[src/rtl/mem_port_arbiter_if.sv]
// Request/response bundle between the fetch and load/store units,
// the shared memory port and the arbiter that multiplexes them.
interface mem_port_arbiter_if #(
    parameter int AW = 32,
    parameter int DW = 32
);
    logic            if_req;
    logic [AW-1:0]   if_addr;
    logic            if_gnt;
    logic            if_done;
    logic [DW-1:0]   if_rdata;

    logic            ls_req;
    logic            ls_we;
    logic [AW-1:0]   ls_addr;
    logic [DW-1:0]   ls_wdata;
    logic [DW/8-1:0] ls_be;
    logic            ls_gnt;
    logic            ls_done;
    logic [DW-1:0]   ls_rdata;

    logic            mem_req;
    logic            mem_we;
    logic [AW-1:0]   mem_addr;
    logic [DW-1:0]   mem_wdata;
    logic [DW/8-1:0] mem_be;
    logic            mem_ack;
    logic [DW-1:0]   mem_rdata;

    logic            err;
    logic            busy;

    modport slave (
        input  if_req, if_addr,
        input  ls_req, ls_we, ls_addr, ls_wdata, ls_be,
        input  mem_ack, mem_rdata,
        output if_gnt, if_done, if_rdata,
        output ls_gnt, ls_done, ls_rdata,
        output mem_req, mem_we, mem_addr, mem_wdata, mem_be,
        output err, busy
    );

    modport master (
        output if_req, if_addr,
        output ls_req, ls_we, ls_addr, ls_wdata, ls_be,
        output mem_ack, mem_rdata,
        input  if_gnt, if_done, if_rdata,
        input  ls_gnt, ls_done, ls_rdata,
        input  mem_req, mem_we, mem_addr, mem_wdata, mem_be,
        input  err, busy
    );
endinterface

[src/rtl/mem_port_arbiter.sv]
// Shares one memory port between instruction fetch and load/store.
// LS has priority, bounded by a streak limit; a timeout aborts hung accesses.
module mem_port_arbiter #(
    parameter int AW            = 32,
    parameter int DW            = 32,
    parameter int MAX_LS_STREAK = 4,
    parameter int TIMEOUT       = 64
) (
    input logic               clk,
    input logic               rst,
    mem_port_arbiter_if.slave bus
);
    localparam int BW = DW / 8;
    localparam int TW = (TIMEOUT > 0) ? $clog2(TIMEOUT + 1) : 1;
    localparam logic [TW-1:0] TO_LAST =
        (TIMEOUT > 0) ? TW'(TIMEOUT - 1) : '0;
    localparam logic [3:0] STREAK_MAX = 4'(MAX_LS_STREAK);

    typedef enum logic [1:0] {
        IDLE    = 2'd0,
        BUSY_IF = 2'd1,
        BUSY_LS = 2'd2
    } state_e;

    state_e          state_q;
    logic [3:0]      streak_q;
    logic [TW-1:0]   to_q;
    logic            mem_req_q;
    logic            mem_we_q;
    logic [AW-1:0]   mem_addr_q;
    logic [DW-1:0]   mem_wdata_q;
    logic [BW-1:0]   mem_be_q;
    logic            if_done_q;
    logic            ls_done_q;
    logic            err_q;
    logic [DW-1:0]   if_rdata_q;
    logic [DW-1:0]   ls_rdata_q;

    logic ls_win;
    logic if_gnt_d;
    logic ls_gnt_d;
    logic to_hit;

    // IF overrides LS priority once LS has won MAX_LS_STREAK times in a row.
    always_comb begin
        ls_win   = bus.ls_req && !(bus.if_req && streak_q == STREAK_MAX);
        ls_gnt_d = (state_q == IDLE) && ls_win;
        if_gnt_d = (state_q == IDLE) && bus.if_req && !ls_win;
        to_hit   = (TIMEOUT != 0) && (to_q == TO_LAST);
    end

    always_ff @(posedge clk or posedge rst) begin
        if (rst) begin
            state_q     <= IDLE;
            streak_q    <= '0;
            to_q        <= '0;
            mem_req_q   <= 1'b0;
            mem_we_q    <= 1'b0;
            mem_addr_q  <= '0;
            mem_wdata_q <= '0;
            mem_be_q    <= '0;
            if_done_q   <= 1'b0;
            ls_done_q   <= 1'b0;
            err_q       <= 1'b0;
            if_rdata_q  <= '0;
            ls_rdata_q  <= '0;
        end else begin
            if_done_q <= 1'b0;
            ls_done_q <= 1'b0;
            err_q     <= 1'b0;
            unique case (state_q)
                IDLE: begin
                    if (ls_gnt_d) begin
                        state_q     <= BUSY_LS;
                        mem_req_q   <= 1'b1;
                        mem_we_q    <= bus.ls_we;
                        mem_addr_q  <= bus.ls_addr;
                        mem_wdata_q <= bus.ls_wdata;
                        mem_be_q    <= bus.ls_be;
                        to_q        <= '0;
                        if (bus.if_req && streak_q != STREAK_MAX)
                            streak_q <= streak_q + 4'd1;
                    end else if (if_gnt_d) begin
                        state_q     <= BUSY_IF;
                        mem_req_q   <= 1'b1;
                        mem_we_q    <= 1'b0;
                        mem_addr_q  <= bus.if_addr;
                        mem_wdata_q <= '0;
                        mem_be_q    <= '1;
                        to_q        <= '0;
                        streak_q    <= '0;
                    end
                end
                BUSY_IF, BUSY_LS: begin
                    // An ack in the timeout cycle still completes normally.
                    if (bus.mem_ack || to_hit) begin
                        state_q   <= IDLE;
                        mem_req_q <= 1'b0;
                        err_q     <= !bus.mem_ack;
                        if (state_q == BUSY_IF) begin
                            if_done_q  <= 1'b1;
                            if_rdata_q <= bus.mem_ack ? bus.mem_rdata : '0;
                        end else begin
                            ls_done_q  <= 1'b1;
                            ls_rdata_q <= (bus.mem_ack && !mem_we_q)
                                          ? bus.mem_rdata : '0;
                        end
                    end else begin
                        to_q <= to_q + 1'b1;
                    end
                end
                default: begin
                    state_q   <= IDLE;
                    mem_req_q <= 1'b0;
                end
            endcase
        end
    end

    assign bus.if_gnt    = if_gnt_d;
    assign bus.ls_gnt    = ls_gnt_d;
    assign bus.if_done   = if_done_q;
    assign bus.ls_done   = ls_done_q;
    assign bus.if_rdata  = if_rdata_q;
    assign bus.ls_rdata  = ls_rdata_q;
    assign bus.mem_req   = mem_req_q;
    assign bus.mem_we    = mem_we_q;
    assign bus.mem_addr  = mem_addr_q;
    assign bus.mem_wdata = mem_wdata_q;
    assign bus.mem_be    = mem_be_q;
    assign bus.err       = err_q;
    assign bus.busy      = (state_q != IDLE);
endmodule

[src/flat_wrapper.sv]
// flat-port wrapper written by rule: the top's interface ports become plain ports
module mem_port_arbiter_flat 
#(
    parameter int AW            = 32,
    parameter int DW            = 32,
    parameter int MAX_LS_STREAK = 4,
    parameter int TIMEOUT       = 64
)
  (clk, rst, bus_if_req, bus_if_addr, bus_ls_req, bus_ls_we, bus_ls_addr, bus_ls_wdata, bus_ls_be, bus_mem_ack, bus_mem_rdata, bus_if_gnt, bus_if_done, bus_if_rdata, bus_ls_gnt, bus_ls_done, bus_ls_rdata, bus_mem_req, bus_mem_we, bus_mem_addr, bus_mem_wdata, bus_mem_be, bus_err, bus_busy);
  mem_port_arbiter_if #(.AW(AW), .DW(DW)) bus_i ();
  input logic clk;
  input logic rst;
  input wire logic [$bits(bus_i.if_req)-1:0] bus_if_req;
  input wire logic [$bits(bus_i.if_addr)-1:0] bus_if_addr;
  input wire logic [$bits(bus_i.ls_req)-1:0] bus_ls_req;
  input wire logic [$bits(bus_i.ls_we)-1:0] bus_ls_we;
  input wire logic [$bits(bus_i.ls_addr)-1:0] bus_ls_addr;
  input wire logic [$bits(bus_i.ls_wdata)-1:0] bus_ls_wdata;
  input wire logic [$bits(bus_i.ls_be)-1:0] bus_ls_be;
  input wire logic [$bits(bus_i.mem_ack)-1:0] bus_mem_ack;
  input wire logic [$bits(bus_i.mem_rdata)-1:0] bus_mem_rdata;
  output wire logic [$bits(bus_i.if_gnt)-1:0] bus_if_gnt;
  output wire logic [$bits(bus_i.if_done)-1:0] bus_if_done;
  output wire logic [$bits(bus_i.if_rdata)-1:0] bus_if_rdata;
  output wire logic [$bits(bus_i.ls_gnt)-1:0] bus_ls_gnt;
  output wire logic [$bits(bus_i.ls_done)-1:0] bus_ls_done;
  output wire logic [$bits(bus_i.ls_rdata)-1:0] bus_ls_rdata;
  output wire logic [$bits(bus_i.mem_req)-1:0] bus_mem_req;
  output wire logic [$bits(bus_i.mem_we)-1:0] bus_mem_we;
  output wire logic [$bits(bus_i.mem_addr)-1:0] bus_mem_addr;
  output wire logic [$bits(bus_i.mem_wdata)-1:0] bus_mem_wdata;
  output wire logic [$bits(bus_i.mem_be)-1:0] bus_mem_be;
  output wire logic [$bits(bus_i.err)-1:0] bus_err;
  output wire logic [$bits(bus_i.busy)-1:0] bus_busy;
  assign bus_i.if_req = bus_if_req;
  assign bus_i.if_addr = bus_if_addr;
  assign bus_i.ls_req = bus_ls_req;
  assign bus_i.ls_we = bus_ls_we;
  assign bus_i.ls_addr = bus_ls_addr;
  assign bus_i.ls_wdata = bus_ls_wdata;
  assign bus_i.ls_be = bus_ls_be;
  assign bus_i.mem_ack = bus_mem_ack;
  assign bus_i.mem_rdata = bus_mem_rdata;
  assign bus_if_gnt = bus_i.if_gnt;
  assign bus_if_done = bus_i.if_done;
  assign bus_if_rdata = bus_i.if_rdata;
  assign bus_ls_gnt = bus_i.ls_gnt;
  assign bus_ls_done = bus_i.ls_done;
  assign bus_ls_rdata = bus_i.ls_rdata;
  assign bus_mem_req = bus_i.mem_req;
  assign bus_mem_we = bus_i.mem_we;
  assign bus_mem_addr = bus_i.mem_addr;
  assign bus_mem_wdata = bus_i.mem_wdata;
  assign bus_mem_be = bus_i.mem_be;
  assign bus_err = bus_i.err;
  assign bus_busy = bus_i.busy;
  mem_port_arbiter #(.AW(AW), .DW(DW), .MAX_LS_STREAK(MAX_LS_STREAK), .TIMEOUT(TIMEOUT)) u_core (.clk(clk), .rst(rst), .bus(bus_i));
endmodule
[config.mk]
export PLATFORM = sky130hd
export DESIGN_NAME = mem_port_arbiter_flat
export DESIGN_NICKNAME = d
export VERILOG_FILES = /design/src/rtl/mem_port_arbiter_if.sv /design/src/rtl/mem_port_arbiter.sv /design/src/flat_wrapper.sv
export SDC_FILE = /design/constraint.sdc
export NUM_CORES = 1
export LEC_CHECK = 0
export CORE_UTILIZATION = 35
export CTS_CLUSTER_DIAMETER = 30
export DETAILED_ROUTE_END_ITERATION = 8
export MAX_ROUTING_LAYER = met4
export PLACE_DENSITY_LB_ADDON = 0.1
export SETUP_SLACK_MARGIN = 0.02
export SKIP_CTS_REPAIR_TIMING = 1
export SYNTH_ARGS = -nofsm -noshare
export SYNTH_HDL_FRONTEND = slang
export SYNTH_SLANG_ARGS = --single-unit
[constraint.sdc]
create_clock -name clk -period 5.3 [get_ports clk]
set_clock_uncertainty 0.2 [all_clocks]
set_input_delay 0.795 -clock clk [delete_from_list [all_inputs] [get_ports clk]]
set_output_delay 0.795 -clock clk [all_outputs]
set_load 0.05 [all_outputs]
# Word-level counts from Yosys, hierarchy flattened
# Index checks and enable logic that the tools add are counted.
dict set report classes {
  add_sub_neg 2
  n_mul 0
  div 0
  n_lt_le_gt_ge 0
  eq_ne 9
  n_shift 0
  muxes 33
  n_bitwise 1
  reduce_logical 23
}
# cell count
set op_table {}
lappend op_table {{$mux W32} 6}
lappend op_table {{$mux W7} 3}
lappend op_table {{$mux W4} 5}
lappend op_table {{$pmux W7 S2} 1}
lappend op_table {{$mux W1} 13}
lappend op_table {{$reduce_and A3 Y1} 4}
lappend op_table {{$add A7 B1 Y7 const B} 1}
lappend op_table {{$eq A7 B6 Y1 const B} 1}
lappend op_table {{$logic_and A1 B1 Y1} 7}
lappend op_table {{$mux W2} 3}
lappend op_table {{$reduce_bool A2 Y1} 3}
lappend op_table {{$add A4 B1 Y4 const B} 1}
lappend op_table {{$eq A4 B3 Y1 const B} 1}
lappend op_table {{$logic_not A1 Y1} 4}
lappend op_table {{$ne A2 B1 Y1 const B} 2}
lappend op_table {{$ne A4 B3 Y1 const B} 1}
lappend op_table {{$pmux W2 S2} 1}
lappend op_table {{$reduce_and A2 Y1} 2}
lappend op_table {{$ne A3 B3 Y1 const B} 1}
lappend op_table {{$eq A2 B1 Y1 const B} 1}
lappend op_table {{$eq A2 B2 Y1 const B} 1}
lappend op_table {{$logic_not A2 Y1} 1}
lappend op_table {{$ne A2 B2 Y1 const B} 1}
lappend op_table {{$pmux W1 S2} 1}
lappend op_table {{other kinds (3)} 3}
dict set report word_totals {
  reg_bits 150
  latch_bits 0
  ram_bits 0
  rom_bits 0
  input_bits 138
  output_inout_bits 140
  elab_cells 81
  mem_count 0
}

# Longest topological paths before layout
# Gate-level depths: netlist of run 1.
dict set report depth {
  ltp_word 9
  depth_mapped 10
  ltp_nobuf 8
}

# Worst setup path after synthesis of run 1
# No wires, ideal clock.
dict set report synth_path {
  path_type {input to output}
  startpoint {in bus_if_req}
  endpoint {out bus_if_gnt}
  t_arrival_ns 1.797
  required_ns 4.305
  path_slack_ns 2.508
  stages 3
  n_path_buf 0
  path_cell_list {nand4b_1 -> and2_1 -> nor2_1}
}
dict set report synth_between {
  elab_chain_len 5
  elab_cells_between_ends 6
  cone_classes {6 x reduce/logical}
}
# item line
set synth_lines {}
lappend synth_lines {{start: declaration} flat_wrapper.sv:13} ;# input wire logic [$bits(bus_i.if_req)-1:0] bus_if_req;
lappend synth_lines {{$logic_and A1 B1 Y1} mem_port_arbiter.sv:46} ;# ls_win = bus.ls_req && !(bus.if_req && streak_q == STREAK_MAX);
lappend synth_lines {{$logic_not A1 Y1} mem_port_arbiter.sv:46}
lappend synth_lines {{$logic_and A1 B1 Y1} mem_port_arbiter.sv:46}
lappend synth_lines {{$logic_not A1 Y1} mem_port_arbiter.sv:48} ;# if_gnt_d = (state_q == IDLE) && bus.if_req && !ls_win;
lappend synth_lines {{$logic_and A1 B1 Y1 (*)} mem_port_arbiter.sv:48}
lappend synth_lines {{end: declaration} flat_wrapper.sv:22} ;# output wire logic [$bits(bus_i.if_gnt)-1:0] bus_if_gnt;
# Mark *: on every way between the ends. The rest lies on a longest branch, timed or not.

# Worst setup path in the final report of run 1
# Same ends and word-level chain as after synthesis.

==> impl_metrics.tcl, run 1 <==
set metrics [dict create \
    synth-seq-cells 150 \
    cp-end-kind "output pin" \
    drv_cap 0 \
    post-route-util_pct 57.6 \
    fmax_ghz 0.260 \
    routedWlPerCell_um 17.4 \
    io_buffers 277 \
    design.die.area_um2 17700 \
    power_mw 6.96 \
    slew_viol_final 0 \
    antenna_found_initial 1 \
    avgSynthCellArea_um2 10.5 \
    critPathMaxFanout 6 \
    r2r_end "u_core.bus.ls_rdata[10]" \
    crit_chain "clkdlybuf4s50_1, nand4b_1, and2_1, nor2_1, clkdlybuf4s50_1" \
    worst_r2r_startpoint "u_core.to_q[0]" \
    area_growth_pct 59.7 \
    hpwlAfterDp_um 13000 \
    placed_cell_area_um2 9030 \
    synth_area_leader_cell "dfrtp_1" \
    tns_ns 0 \
    drive_gt1_share_pct 6.07 \
    cts_buffers 17 \
    htree_levels 4 \
    start_kind "primary input" \
    ant_nets 0 \
    fin_area_um2 9620 \
    rr_worst_depth 6 \
    async_flop_share_pct 100 \
    setup_viol 0 \
    syn_nets 720 \
    power_density_nw_per_um2 723 \
    critical_path_class "in -> out" \
    hold-worst-slack_ns 0.275 \
    cp_slowest_stage_delay_ns 0.84 \
    grt_pass1_vias 5531 \
    synth_common_cells "dfrtp_1, nand2_1, a22o_1" \
    num_rows 47 \
    synth_top_area_share_pct 62.3 \
    hold_viol 0 \
    drc_errors 0 \
    die_w_um 133 \
    clk_pin_slew_ns 0.06 \
    clk_latency_ns 0.41 \
    viasPerCell 5.01 \
    required_ns 4.30 \
    synth_cell_types 33 \
    vias 5395 \
    start_util_pct 36.1 \
    status "finished clean" \
    p_leak_nw 4.19 \
    drt_iter0_markers 297 \
    nets 988 \
    synth-edff-count 0 \
    synthCells 575 \
    rsz0062_at_grt "no" \
    yosys_warnings 0 \
    drt_first_pass_iters 5 \
    worst-r2r-setup-slack_ns 2.87 \
    synth_area_leaders "dfrtp_1, a22o_1, nand2_1" \
    ioPinCount 278 \
    synth_most_common_cell "dfrtp_1" \
    cts_tree "done" \
    die_h_um 133 \
    cp.arrival_ns 2.85 \
    grt_overflow 0 \
    routed_wl_um 18800 \
    grt_max_degree 66 \
    ys_dominant_reg_cell "dfrtp_1" \
    finalCritPeriodShare_pct 72.5 \
    crit_end "bus_if_gnt" \
    cts.sinks 150 \
    cts_buffer_depth 2 \
    cp_slowest_cell "clkdlybuf4s50_1" \
    cts_root_buf "clkbuf_16" \
    core_um2 16700 \
    fin_crit_ns 3.84 \
    slew_headroom_pct 41.7 \
    synthesis.area_um2 6020 \
    grt_first_pass_wirelength_um 29900 \
    track_usage_pct 22.4 \
    irDropWorstVdd_v 0.000370 \
    gp_congestion 0.839 \
    hold_class "reg -> reg" \
    synth-seq-area-share_pct 62.3 \
    crit_start "bus_if_req" \
    crit_path_frequent_cell "clkdlybuf4s50_1" \
    tightest_slew_ns 0.871 \
]
==> routing by layer <==
layer / vias up / routed length [um] / GRT usage, %
met1: 2611 / 7980 / 26.6
met4: 0 / 446 / 8.52
met2: 215 / 9000 / 36.0
met5: - / 0 / -
li1: 2544 / - / -
met3: 25 / 1370 / 6.66
==> how the worst min path moves through the flow <==
stage,startpoint,to,cells past startpoint
after floorplan,u_core.to_q[5],u_core.to_q[5],1
after global placement,u_core.bus.mem_be[3],u_core.bus.mem_be[3],2
after detailed placement,u_core.bus.mem_addr[22],u_core.bus.mem_addr[22],2
after global routing,u_core.bus.mem_addr[27],u_core.bus.mem_addr[27],2
final,u_core.bus.mem_addr[22],u_core.bus.mem_addr[22],2
after CTS,u_core.bus.mem_addr[22],u_core.bus.mem_addr[22],2
==> kinds of logic (layout without fill, tap and decap cells) <==
family | Yosys count | count (layout) | synth area share, %
other | 0 | 1 | 0
and+or+nand+nor | 239 | 239 | 17.1
buffers and inverters | 47 | 328 | 3.05
adders and majority gates | 7 | 7 | 1.45
muxes | 1 | 1 | 0.187
DFF | 150 | 150 | 62.3
AOI/OAI and AO/OA | 131 | 131 | 15.9
==> final cells by class <==
class                           count  area (um2)
Sequential cell                   150        3750
Inverter                            9        38.8
Multi-Input combinational cell    378        2120
Clock buffer                       21         460
Antenna cell                        1        2.50
Tap cell                          220         275
Timing Repair Buffer              287        2850
Clock inverter                     11         125
Fill cell                        1455        7080
==> metrics by stage <==
step / setup WS [ns] / cells
6_report: 1.46 / 1077
5_1_grt: 1.39 / 1077
4_1_cts: 1.47 / 1076
3_5_place_dp: 1.47 / 1044
3_3_place_gp: 1.54 / 1044
2_1_floorplan: 0.269 / 575
==> worst max-delay path: cells and delay by family <==
kind                   cells  cell delay, ns
buffers and inverters      2            1.45
and+or+nand+nor            3            0.61
==> state kept, by name (all words and copies together) (netlist names), 2 cells and up <==
name	count
u_core.bus.if_rdata	32
u_core.bus.ls_rdata	32
u_core.bus.mem_addr	32
u_core.bus.mem_be	4
u_core.bus.mem_wdata	32
u_core.state_q	2
u_core.streak_q	4
u_core.to_q	7
==> cells in the final DEF, fill, tap and decap left out, types with 2 or more instances in the layout <==
cell type        synthesis  routed
a21boi_0                 2       2
a21oi_1                  2       2
a22o_1                  68      68
and2_1                   2       2
buf_4                    0      10
bufinv_16                0       2
clkbuf_1                31       2
clkbuf_16                0      17
clkbuf_8                 0       2
clkdlybuf4s50_1          0     277
clkinv_2                 0       3
clkinv_4                 0       3
clkinvlp_4               0       2
dfrtp_1                150     150
ha_1                     7       7
inv_1                    9       7
inv_6                    0       2
nand2_1                146     146
nand3_1                 66      66
nor2_1                  13      11
nor2_2                   0       2
nor3_1                   3       3
o21ai_0                 47      46
o21ai_4                  0       2
o22a_1                   3       3
o31a_1                   2       2
==> power breakdown <==
group | internal [mW] | switching (mW) | leakage [nW]
logic | 1.28 | 2.57 | 2.01
registers | 1.63 | 0.284 | 1.90
clock network | 0.720 | 0.477 | 0.283
total | 3.63 | 3.33 | 4.19
Power figures use the tool's default switching activity.
==> run 2, diff against run 1 <==
Clock period 5.3 ns to 3.9 ns, I/O delays scaled along.
==> impl_metrics.tcl, run 2 (synthesized netlist as in run 1, its figures left out) <==
set metrics [dict create \
    status "finished clean" \
    nets 988 \
    gp_congestion 0.828 \
    grt_first_pass_wirelength_um 28700 \
    ioPinCount 278 \
    power_mw 9.70 \
    core_um2 16700 \
    hold_class "reg -> reg" \
    tightest_slew_ns 0.856 \
    fmax_ghz 0.291 \
    start_util_pct 36.1 \
    hold_viol 0 \
    track_usage_pct 21.6 \
    final_cell_mix "clkdlybuf4s50_1, dfrtp_1, nand2_1" \
    place_inst 1044 \
    routedWlPerCell_um 17.0 \
    cp_slowest_stage_delay_ns 0.84 \
    htree_levels 4 \
    design.die.area_um2 17700 \
    setup_viol 0 \
    rsz0062_at_grt "no" \
    clk_latency_ns 0.41 \
    worst-r2r-setup-slack_ns 1.44 \
    viasPerCell 5.02 \
    crit_end "bus_if_gnt" \
    p_int_mw 5.22 \
    cp.arrival_ns 2.65 \
    cts_tree "done" \
    fin_crit_ns 3.43 \
    p_sw_share_pct 46.2 \
    area_growth_pct 61.9 \
    irDropWorstVdd_v 0.000521 \
    crit_path_frequent_cell "clkdlybuf4s50_1" \
    num_rows 47 \
    slew_viol_final 0 \
    r2r_end "u_core.bus.mem_addr[3]" \
    slew_headroom_pct 42.7 \
    pwr-share-seq_pct 26.8 \
    die_h_um 133 \
    vias 5392 \
    antennaDiodeCount 0 \
    die_w_um 133 \
    ant_nets 0 \
    tns_ns 0 \
    p_leak_nw 4.26 \
    critPathMaxFanout 6 \
    crit_chain "clkdlybuf4s50_1, nand4b_1, and2_1, nor2_1, clkdlybuf4s50_1" \
    mostFrequentLayoutCell "clkdlybuf4s50_1" \
    cts_root_buf "clkbuf_16" \
    clkPwrFrac_pct 19.1 \
    drt_first_pass_iters 4 \
    grt_max_degree 91 \
    drt_iter0_markers 269 \
    nFillCells 1404 \
    drc_errors 0 \
    finalCritPeriodShare_pct 88.0 \
    drv_cap 0 \
    hold-worst-slack_ns 0.278 \
    antenna_found_initial 0 \
    cts_buffers 17 \
    io_buffers 277 \
    rr_worst_depth 7 \
    required_ns 3.12 \
    switching_power_mw 4.48 \
    cts.sinks 150 \
    grt_pass1_vias 5348 \
    crit_start "bus_if_req" \
    start_kind "primary input" \
    hp-start "u_core.bus.mem_addr[14]" \
    clk_pin_slew_ns 0.06 \
    drive_gt1_share_pct 6.21 \
    routed_wl_um 18300 \
    worst_r2r_startpoint "u_core.state_q[0]" \
    power_density_nw_per_um2 995 \
    cts_buffer_depth 2 \
    hpwlAfterDp_um 12600 \
    grt_overflow 0 \
    critical_path_class "in -> out" \
    layoutNonFillerInstCount 1074 \
    cp_slowest_cell "clkdlybuf4s50_1" \
    cp-end-kind "output pin" \
    p_comb_share_pct 54.1 \
]
-- run 2: layout make-up --
cell class | instances | area, um2 | share of cell area, %
flip-flops and latches | 150 | 3750 | 38.5
repair buffers | 287 | 2900 | 29.7
clock buffers | 20 | 467 | 4.79
clock inverters | 10 | 200 | 2.05
multi-input cells | 378 | 2120 | 21.8
well taps | 220 | 275 | 2.82
inverters | 9 | 37.5 | 0.385
-- run 2: power groups by stage --
| stage | logic (mW) | clock network, mW | registers [mW] |
|---|---|---|---|
| floorplan | 1.25 | 0 | 4.73 |
| global placement | 5.25 | 0 | 2.59 |
| detailed placement | 5.29 | 0 | 2.60 |
| CTS | 5.29 | 1.90 | 2.60 |
| global route | 5.53 | 1.96 | 2.68 |
| finish | 5.25 | 1.86 | 2.60 |
-- run 2: critical path: cells and delay by family --
| family | cells | cell delay (ns) |
|---|---|---|
| and+or+nand+nor | 3 | 0.60 |
| buffers and inverters | 2 | 1.46 |
-- run 2: through the flow --
stage / setup WS (ns) / area, um2 / util, %
after detailed placement: 0.515 / 9080 / 54.4
after global placement: 0.561 / 9080 / 54.4
after CTS: 0.488 / 9750 / 58.4
after global routing: 0.300 / 9750 / 58.4
after floorplan: 1.23 / 6030 / -
final: 0.469 / 9750 / 58.4
-- run 2: worst min-delay path by stage --
stage	end	slack, ns	cells past startpoint
2_1_floorplan	u_core.to_q[5]	0.25	1
3_3_place_gp	u_core.bus.mem_be[3]	0.26	2
3_5_place_dp	u_core.bus.mem_addr[2]	0.27	2
4_1_cts	u_core.bus.mem_addr[2]	0.28	2
5_1_grt	u_core.bus.ls_rdata[12]	0.30	2
6_report	u_core.bus.mem_addr[14]	0.28	2
-- run 2: metal layers --
metal	wire length, um	track usage, %	share of wire (%)	up-vias
met4	261	6.69	1.4	0
met1	7970	26.7	44	2609
met2	8620	33.9	47	223
met3	1450	6.35	7.9	18
met5	0	-	0	-
li1	-	-	-	2542
